## src/rtl/ntt_conf_sequencer.sv

```systemverilog
// Phase sequencer for the mixed-radix 512-point NTT top_stage.
// Steps the conf word through a fixed program, one phase per done_flag rising edge.
module ntt_conf_sequencer #(
   parameter int         NUM_PH  = 5,
   parameter logic [3:0] CONF_P0 = 4'd1,
   parameter logic [3:0] CONF_P1 = 4'd3,
   parameter logic [3:0] CONF_P2 = 4'd2,
   parameter logic [3:0] CONF_P3 = 4'd4,
   parameter logic [3:0] CONF_P4 = 4'd5,
   parameter logic [3:0] CONF_P5 = 4'd0,
   parameter logic [3:0] CONF_P6 = 4'd0,
   parameter logic [3:0] CONF_P7 = 4'd0,
   parameter int         MIN_CYC = 2,
   parameter int         TIMEOUT = 8192
) (
   input  logic       clk,
   input  logic       rst,
   input  logic       start,
   input  logic       abort,
   input  logic [1:0] done_flag,
   output logic [3:0] conf,
   output logic       busy,
   output logic [2:0] phase,
   output logic       seq_done,
   output logic       timeout_err,
   output logic [2:0] err_phase
);

   localparam int               CNT_W   = $clog2(TIMEOUT + 1);
   localparam logic [CNT_W-1:0] CNT_MAX = {CNT_W{1'b1}};
   localparam logic [CNT_W-1:0] CNT_MIN = CNT_W'(MIN_CYC);
   localparam logic [CNT_W-1:0] CNT_TO  = CNT_W'(TIMEOUT - 1);
   localparam logic [2:0]       LAST_PH = 3'(NUM_PH - 1);

   typedef enum logic [1:0] {
      S_IDLE,
      S_RUN,
      S_FIN,
      S_ERR
   } state_e;

   state_e           state_q, state_d;
   logic [2:0]       phase_q, phase_d;
   logic [3:0]       conf_q, conf_d;
   logic             busy_q, busy_d;
   logic             seq_done_q, seq_done_d;
   logic             timeout_err_q, timeout_err_d;
   logic [2:0]       err_phase_q, err_phase_d;
   logic [CNT_W-1:0] cnt_q, cnt_d;
   logic [1:0]       done_q, done_d;
   logic             ev;

   function automatic logic [3:0] conf_for(input logic [2:0] idx);
      case (idx)
         3'd0: conf_for = CONF_P0;
         3'd1: conf_for = CONF_P1;
         3'd2: conf_for = CONF_P2;
         3'd3: conf_for = CONF_P3;
         3'd4: conf_for = CONF_P4;
         3'd5: conf_for = CONF_P5;
         3'd6: conf_for = CONF_P6;
         3'd7: conf_for = CONF_P7;
      endcase
   endfunction

   always_comb begin
      // Edge-qualified completion: a flag already high on phase entry never counts.
      ev            = (|(done_flag & ~done_q)) && (cnt_q >= CNT_MIN);
      state_d       = state_q;
      phase_d       = phase_q;
      conf_d        = conf_q;
      busy_d        = busy_q;
      seq_done_d    = 1'b0;
      timeout_err_d = timeout_err_q;
      err_phase_d   = err_phase_q;
      cnt_d         = cnt_q;
      done_d        = done_flag;

      case (state_q)
         S_IDLE: begin
            if (start) begin
               state_d = S_RUN;
               phase_d = 3'd0;
               conf_d  = conf_for(3'd0);
               busy_d  = 1'b1;
               cnt_d   = '0;
            end
         end
         S_RUN: begin
            if (abort) begin
               state_d = S_IDLE;
               phase_d = 3'd0;
               conf_d  = 4'd0;
               busy_d  = 1'b0;
            end else if (ev && (phase_q < LAST_PH)) begin
               phase_d = phase_q + 3'd1;
               conf_d  = conf_for(phase_q + 3'd1);
               cnt_d   = '0;
            end else if (ev) begin
               state_d    = S_FIN;
               phase_d    = 3'd0;
               conf_d     = 4'd0;
               busy_d     = 1'b0;
               seq_done_d = 1'b1;
            end else if (cnt_q == CNT_TO) begin
               state_d       = S_ERR;
               phase_d       = 3'd0;
               conf_d        = 4'd0;
               busy_d        = 1'b0;
               timeout_err_d = 1'b1;
               err_phase_d   = phase_q;
            end else if (cnt_q != CNT_MAX) begin
               cnt_d = cnt_q + 1'b1;
            end
         end
         S_FIN: begin
            state_d = S_IDLE;
         end
         S_ERR: begin
            if (start) begin
               state_d       = S_RUN;
               phase_d       = 3'd0;
               conf_d        = conf_for(3'd0);
               busy_d        = 1'b1;
               cnt_d         = '0;
               timeout_err_d = 1'b0;
               err_phase_d   = 3'd0;
            end
         end
         default: begin
            state_d = S_IDLE;
         end
      endcase
   end

   always_ff @(posedge clk or negedge rst) begin
      if (!rst) begin
         state_q       <= S_IDLE;
         phase_q       <= 3'd0;
         conf_q        <= 4'd0;
         busy_q        <= 1'b0;
         seq_done_q    <= 1'b0;
         timeout_err_q <= 1'b0;
         err_phase_q   <= 3'd0;
         cnt_q         <= '0;
         done_q        <= 2'b00;
      end else begin
         state_q       <= state_d;
         phase_q       <= phase_d;
         conf_q        <= conf_d;
         busy_q        <= busy_d;
         seq_done_q    <= seq_done_d;
         timeout_err_q <= timeout_err_d;
         err_phase_q   <= err_phase_d;
         cnt_q         <= cnt_d;
         done_q        <= done_d;
      end
   end

   assign conf        = conf_q;
   assign busy        = busy_q;
   assign phase       = phase_q;
   assign seq_done    = seq_done_q;
   assign timeout_err = timeout_err_q;
   assign err_phase   = err_phase_q;

endmodule

```

## config.mk

```make
export PLATFORM = sky130hd
export DESIGN_NAME = ntt_conf_sequencer
export DESIGN_NICKNAME = d
export VERILOG_FILES = /design/src/rtl/ntt_conf_sequencer.sv
export SDC_FILE = /design/constraint.sdc
export NUM_CORES = 1
export LEC_CHECK = 0
export CORE_UTILIZATION = 25
export DETAILED_ROUTE_END_ITERATION = 7
export PLACE_DENSITY = 0.52
export SETUP_SLACK_MARGIN = 0.3
export SYNTH_ARGS = -nofsm -noshare
export SYNTH_HDL_FRONTEND = slang
export SYNTH_SLANG_ARGS = --single-unit
```

## constraint.sdc

```tcl
create_clock -name clk -period 1.8 [get_ports clk]
set_input_delay 0.36 -clock clk [delete_from_list [all_inputs] [get_ports clk]]
set_output_delay 0.36 -clock clk [all_outputs]
set_load 0.005 [all_outputs]
```

Yosys cells after proc, flatten, opt, wreduce, memory -nomap -nowiden
Memory sizes are Yosys's and may differ from the RTL's.
Cells that the tools add are included.
{"block": "word_totals", "register_bits": 31, "rom_bits": 24, "out_inout_bits": 13, "n_memories": 1}
{"block": "op_classes", "addsub": 2, "magnitude_cmp": 2, "eq_ne": 17, "mux": 46, "n_bitwise": 2, "n_reduce_logical": 12}
{"memory": "(name not given)", "words": 8, "width": 3, "rd": 1, "rd_clocked_by_memory_dff": 0, "wr": 0, "line_no": "54", "text": "case (idx)"}
{"cell": "$mux 14", "n": 6}
{"cell": "$pmux 14 s2", "n": 1}
{"cell": "$mux 3", "n": 9}
{"cell": "$mux 4", "n": 5}
{"cell": "$add 14x1->14 const B", "n": 1}
{"cell": "$eq 14x13->1 const B", "n": 1}
{"cell": "$ge 14x2->1 const B", "n": 1}
{"cell": "$mux 1", "n": 14}
{"cell": "$ne 14x14->1 const B", "n": 1}
{"cell": "$ne 3x3->1 const B", "n": 4}
{"cell": "$pmux 3 s2", "n": 2}
{"cell": "$reduce_and 6->1", "n": 2}
{"cell": "$mux 2", "n": 5}
{"cell": "$ne 2x2->1 const B", "n": 5}
{"cell": "$pmux 4 s2", "n": 1}
{"cell": "$pmux 2 s3", "n": 1}
{"cell": "$reduce_and 3->1", "n": 2}
{"cell": "$ne 5x5->1 const B", "n": 1}
{"cell": "$eq 2x2->1 const B", "n": 2}
{"cell": "$ne 4x4->1 const B", "n": 1}
{"cell": "$pmux 1 s2", "n": 2}
{"cell": "$reduce_and 4->1", "n": 1}
{"cell": "$reduce_bool 2->1", "n": 2}
{"cell": "$reduce_or 2->1", "n": 2}
{"cell": "other kinds (8)", "n": 9}

Depth between registers and ports, before layout
Gate-level depths: netlist (run 1).
{"block": "logic_depth", "ltp_word": 8, "mapped_depth": 9}

Least setup slack after synthesis (run 1)
OpenSTA, ideal clock, no wires.
{"block": "synth_timing", "path_kind": "reg-to-reg", "from": "reg cnt_q[1]", "to": "reg err_phase_q[0] (netlist: err_phase[0])", "setup_ps": 125, "arrival_time_ps": 1852, "setup_slack_ps": -177, "path_stages_with_launch": 7, "n_path_buf": 0, "period_less_slack_ps": 1977, "path_cell_list": "dfrtp_1 > ha_1 > and4_1 > nand4_2 > a211oi_2 > a32oi_2 > mux2_4"}
{"block": "synth_via", "elab_chain_cells": 5, "word_cells_on_any_way": 8, "cone_classes": "1 x order compare; 4 x eq/ne; 3 x reduce/logical"}
{"item": "from (decl)", "line_no": "49", "text": "logic [CNT_W-1:0] cnt_q, cnt_d;"}
{"item": "from (signal assigned)", "line_no": "155", "text": "cnt_q <= cnt_d;"}
{"item": "$ge 14x2->1", "line_no": "68", "text": "ev = (|(done_flag & ~done_q)) && (cnt_q >= CNT_MIN);"}
{"item": "$logic_and 1x1->1", "line_no": "68"}
{"item": "$logic_and 1x1->1", "line_no": "95", "text": "end else if (ev && (phase_q < LAST_PH)) begin"}
{"item": "$ne 2x2->1 (no line)"}
{"item": "$reduce_and 6->1 (no line) (*)"}
{"item": "to (signal assigned)", "line_no": "154", "text": "err_phase_q <= err_phase_d;"}
{"item": "to (decl)", "line_no": "48", "text": "logic [2:0] err_phase_q, err_phase_d;"}
Mark *: on every way between the ends. The rest lies on a longest branch, timed or not.
A chain may end at the register's enable or synchronous reset.

Worst setup path after layout (run 1)
Same ends and word-level chain as after synthesis.

==> run metrics, run 1 <==
run status finished, violations left; failing checks setup timing; Post-synth EDFFs 0; GP Congestion 0.846; CTS buffer count 5; CTS tree built; initial antenna violation count 0; CP Data Arrival Time 2150 ps; area share of fa/ha/maj cells after synthesis 0.0475; Worst setup SP type flop; period utilisation layout 1.10; largest family of logic cells by synthesized area compound AO/OA/AOI/OAI gates; Synth Area in XOR/XNOR 0.00950; synth unique cells between 40 and 50; RSZ-0062 raised after global routing yes; Mapped Cells 181; multiplexer area fraction after synthesis 0.0767; worst skew pair latency 290 ps; drt pass-1 iters 4; Worst Setup EP err_phase[0]; final worst slack -171 ps; first-pass GRT wire length 8170 um; clk sinks 30; Main synth FF type dfrtp_1; H-tree depth 2; max cap viols 0; worst path required time just under 2000 ps; top cells by area, synth dfrtp_1 41%, a31oi_1 4.7%, ha_1 4.7%, nor4_4 3.5%, nand2_1 3.3%; post-synth design cell area between 1500 and 2000 um2; compound-cell area share of the yosys netlist 0.208; register area share after synthesis 0.407; Wirelength per Cell 14.1 um; die width ~88 um; post-route ant nets 0; DRC 0; initial core utilization 0.266; Nets 263; largest area contributor in the netlist dfrtp_1; largest net degree at the start of global routing 31; share of layout cells above drive strength 1 0.418; Max Root-Sink Buffers 2; number of global-route vias before repair between 1500 and 2000; routed vias/inst 4.80; via count 1665; critical path type flop to flop; syn_area_per_cell 10.2 um2; Critical-path top delay cell dfrtp_2; Critical R2R Launch cnt_q[1]; Pleak 1.35 nW; Die ar. slightly below 8000 um2; Reg2Reg Setup Slack -170 ps; post-synth top area share 0.407; DP Worst Slack -286 ps; non-filler cells, final roughly 350; skew final approximately 7.3 ps; FF-to-FF path depth 6; n_diodes 0; Worst setup EP type flop; RR Endpoint err_phase[0]; Slew Viols, Final 0; Max Fclk 0.507 GHz; # rows 30; Post-Route WL 4880 um; delay of the slowest critical-path stage ~430 ps; Hold Fails Final Rpt 0; Top Ports 19; DRT iter0 DRCs 89; placed cell count approximately 330; pwr dens 969 nW/um2; root buf cell clkbuf_8; crit-path cells ha_2 -> and4_4 -> nand4_4 -> a211oi_4 -> a32oi_4 -> mux2_4; asr flop ratio synth 1.00; Total GRT Usage 0.139; Max IR drop VDD approximately 0.00036 V; Post-Synth Simple-Gate Area 0.186; Yosys reg bits 30; Tmin final 1970 ps; fillers between 600 and 700; Syn. warnings 0; Die Span Y 87.9 um; total core area 6940 um2; hold_buf cts 0; Setup violations, final 24; Area Growth Syn to Fin 50.7%; CP startpoint cnt_q[1]; Hold Path Class primary input to asynchronous set/reset pin; critical path fanouts, max 4; hpwl dp 3380 um; Syn Nets roughly 190; total gr overflow 0; clk slew on worst S/H paths 70 ps; # port buffers 17
==> layout by cell type (no fill, tap or decap), types with 2 or more instances in the layout <==
cell / synthesis / layout
nor2b_1: 2 / 2
dfrtp_1: 30 / 28
o21ai_0: 4 / 3
dfrtp_2: 0 / 2
clkbuf_8: 0 / 6
nand2_1: 16 / 14
buf_6: 1 / 4
nand4_4: 1 / 2
buf_4: 4 / 51
mux2i_1: 4 / 3
ha_1: 7 / 5
nand3_1: 8 / 8
a21oi_2: 1 / 2
nand2b_1: 5 / 4
nor3_2: 0 / 2
a22oi_1: 2 / 2
and4_4: 0 / 2
nor4_4: 3 / 3
dlygate4sd2_1: 0 / 9
dlymetal6s2s_1: 0 / 3
a21oi_1: 8 / 6
clkdlybuf4s50_1: 0 / 5
nor4_2: 0 / 2
inv_1: 13 / 12
a41oi_1: 4 / 3
a31oi_1: 14 / 13
a22o_1: 3 / 3
nor2_1: 6 / 5
mux2_4: 3 / 7
==> logic make-up (layout without fill, tap and decap cells) <==
| kind of cell | after synthesis | in the layout |
|---|---|---|
| simple gates | 54 | 54 |
| mux | 12 | 12 |
| compound gates | 51 | 51 |
| flops | 30 | 30 |
| buf+inv | 24 | 94 |
| other cells | 1 | 1 |
| fa+ha+maj | 7 | 7 |
| xor+xnor | 2 | 2 |
==> per-stage QoR <==
step           power, W  hold WS, ps  setup TNS, ps  instance area [um2]   util
2_1_floorplan   0.00141         64.4           -532                 1880      -
3_3_place_gp    0.00183          495          -5600                 2420  0.348
3_5_place_dp    0.00184          498          -5700                 2420  0.348
4_1_cts         0.00252          489          -2150                 2650  0.382
5_1_grt         0.00288          512          -5320                 2780  0.400
6_report        0.00269          473          -2300                 2780  0.400
==> report_power, final <==
| part | switching, W | leakage [nW] | internal, W | total (W) |
|---|---|---|---|---|
| Combinational | 0.000669 | 0.902 | 0.000666 | 0.00133 |
| Clock | 0.000266 | 0.0472 | 0.000307 | 0.000573 |
| Sequential | 0.0000490 | 0.397 | 0.000736 | 0.000785 |
==> critical path: cells and delay by family, from the launching register on <==
family                   cells  cell delay, ps
AO/OA/AOI/OAI                2             450
AND/OR/NAND/NOR              2             430
flip-flops                   1             430
multiplexers                 1             330
adder cells (fa/ha/maj)      1             220
==> synth_stat cells, types with 2 or more instances <==
cell       n
and4_1     3
nor3_1     3
dfrtp_1   30
mux2i_1    4
nor4_1     3
a31oi_1   14
mux2_4     3
nor4_4     3
nor2b_1    2
nor2_1     6
a22o_1     3
mux2_2     5
buf_2      3
inv_1     13
a22oi_1    2
a41oi_1    4
nand3_1    8
buf_4      4
nand2b_1   5
a21oi_1    8
o21ai_0    4
clkbuf_1   3
ha_1       7
nand2_1   16
==> state kept, by name (all words and copies together), names as in the netlist, 2 cells and up <==
signal and flops:
cnt_q 14, conf 3, done_q 2, err_phase 3, phase 3, state_q 2
==> area by class of cell <==
cell class	count	area [um2]	share of cell area
clock buffer	6	82.6	0.0297
clock inverter	2	12.5	0.00450
inverter	13	48.8	0.0176
multi-input combinational	127	1150	0.413
sequential	30	753	0.271
tap	96	120	0.0432
timing repair buffer	73	614	0.221
==> worst min-delay path by stage <==
stage               cells past startpoint            to  slack [ps]    startpoint
floorplan                               0          busy          60           rst
global placement                        1  err_phase[0]         490  err_phase[0]
detailed placement                      1       conf[1]         500       conf[1]
CTS                                     2      phase[1]         490           rst
global route                            2       conf[1]         510           rst
finish                                  2      phase[1]         470           rst
==> per-layer routing <==
metal	vias to the layer above	share of wire	GRT usage
li1	816	-	-
met1	812	0.48	0.189
met2	31	0.47	0.216
met3	6	0.034	0.0264
met4	0	0.016	0.0566
met5	-	0	0
==> what timing repair did <==
item,in CTS,in global routing
buffers inserted,10,4
pin swaps,11,5
endpoints found under the setup margin,37,31
resized for setup,24,22
cloned,0,0
Note: power is estimated with default switching activity, not from simulation.
==> run 2, diff against run 1 <==
- PLACE_DENSITY: 0.52 -> 0.5
==> run 2 against run 1 <==
Compared with the run above: the run still ends with setup timing left; sequential cell count unchanged; total power rose by 5.3%; clock-buffer cell count up 1; utilization up 0.072 points; maximum frequency shrank 2.4%; hold slack worse by 14 ps; first-iteration DRC count shrank 19%; combinational power grew 9.8%; die area unchanged; critical endpoint is now cnt_q[1].
==> run metrics, run 2 (same netlist as run 1, synthesis figures left out) <==
CTS buffer count 5; CP startpoint cnt_q[1]; post-route ant nets 0; routed vias/inst 4.77; critical path type flop to flop; worst skew pair latency between 200 and 300 ps; DRC 0; die width 87.9 um; Top reg by flops cnt_q; hpwl dp ~3400 um; period utilisation layout 1.12; Worst Max-Slew Pin Slew between 500 and 600 ps; DRT iter0 DRCs 72; Critical-path top delay cell dfrtp_2; GP Congestion around 0.8; Max Fclk 0.495 GHz; Setup violations, final 26; Cell Area, Placed around 2500 um2; worst path required time 1980 ps; Setup TNS -3940 ps; Die ar. 7720 um2; RSZ-0062 raised after global routing yes; total gr overflow 0; fillers just under 700; multi-input gate area in the final layout 1140 um2; Area Growth Syn to Fin 50.9%; initial core utilization 0.266; Power Total about 0.0028 W; final worst slack -221 ps; skew final between 7 and 8 ps; clk sinks 30; clk slew on worst S/H paths 70 ps; drt pass-1 iters 4; crit-path cells ha_4 -> nor4_4 -> nand4_4 -> a41o_4 -> a21oi_4 -> mux2_4; Top Ports 19; critical path fanouts, max 6; Tmin final 2020 ps; CTS tree built; max reg flops 14; final instance area around 2800 um2; total core area 6940 um2; Wirelength per Cell 14.4 um; post-layout util 0.401; share of layout cells above drive strength 1 0.412; placed cell count 330; Top delay family on crit path compound AO/OA/AOI/OAI gates; Reg2Reg Setup Slack -220 ps; # rows 30; Max IR drop VDD slightly above 0.0003 V; most common cell after layout, fill and taps aside buf_4; hold_buf cts 0; WP buf/inv 0; Worst setup SP type flop; CP Data Arrival Time 2200 ps; Nets ~270; Critical R2R Launch cnt_q[1]; failing checks setup timing; largest net degree at the start of global routing 31; Post-Route WL ~5000 um; Hold Fails Final Rpt 0; pwr dens a little over 1000 nW/um2; most frequent cells in the layout 55 x buf_4, 28 x dfrtp_1, 15 x nand2_1; non-filler cells, final roughly 350; Die Span Y 87.9 um; run status finished, violations left; n_diodes 0; max cap viols 0; Total GRT Usage 0.139; Slew Viols, Final 0; initial antenna violation count 0; H-tree depth 2; Hold Path Class primary input to asynchronous set/reset pin; Worst setup EP type flop; delay of the slowest critical-path stage roughly 460 ps; # port buffers 17; first-pass GRT wire length 8090 um; number of global-route vias before repair roughly 1600; root buf cell clkbuf_8; worst relative slew slack 0.647; Max Root-Sink Buffers 2; via count 1673; Reg area 753 um2; Pleak about 1.3 nW
==> run 2: changes by cell type in the layout (fill, tap and decap cells not counted), moves of 2 or more <==
cell	delta
nor4_1	+2
mux2_2	+2
dlymetal6s2s_1	-3
a31oi_4	+2
buf_4	+4
mux2_4	-2
a31oi_1	-2
nor4_2	-2
dlygate4sd2_1	+2
==> run 2: final cells by class <==
cell class | count | share of cell area
multi-input combinational | 127 | 0.408
sequential | 30 | 0.271
tap | 96 | 0.0431
clock inverter | 1 | 0.00180
inverter | 13 | 0.0175
timing repair buffer | 77 | 0.228
clock buffer | 7 | 0.0310
==> run 2: worst reg2reg max path: stages (launching register included) <==
cell and delay [ps]:
dfrtp_2 460, ha_4 180, nor4_4 210, nand4_4 200, a41o_4 360, a21oi_4 180, mux2_4 310
==> run 2: report_power, final <==
part	total, W	leakage [nW]	switching, W	internal (W)
registers	0.000783	0.397	0.0000471	0.000736
clock network	0.000595	0.0482	0.000287	0.000309
logic	0.00146	0.861	0.000712	0.000746
==> run 2: what timing repair did <==
| item | CTS | global route |
|---|---|---|
| endpoints found under the setup margin | 38 | 28 |
| buffers inserted | 8 | 4 |
| pin swaps | 5 | 6 |
| gates resized for setup | 21 | 18 |
| cloned | 1 | 0 |
==> run 2: worst paths after layout <==
check | to | depth (start not counted)
min | conf[0] | 2
min reg2reg | conf[1] | 1
max reg2reg | cnt_q[1] | 6
min in group clk | conf[1] | 1
max | cnt_q[1] | 6
max in group asynchronous | cnt_q[1] | 2
==> run 2: per-stage QoR <==
step	hold WS (ps)	setup slack, ps
floorplan	64.4	-68.4
global placement	503	-263
detailed placement	489	-267
CTS	482	-221
global route	507	-329
finish	459	-221
==> run 2: per-layer routing <==
layer / vias up / GRT usage / wire, um
li1: 824 / - / -
met1: 811 / 0.200 / 2460
met2: 33 / 0.204 / 2330
met3: 5 / 0.0264 / 180
met4: 0 / 0.0537 / 81
met5: - / 0 / 0
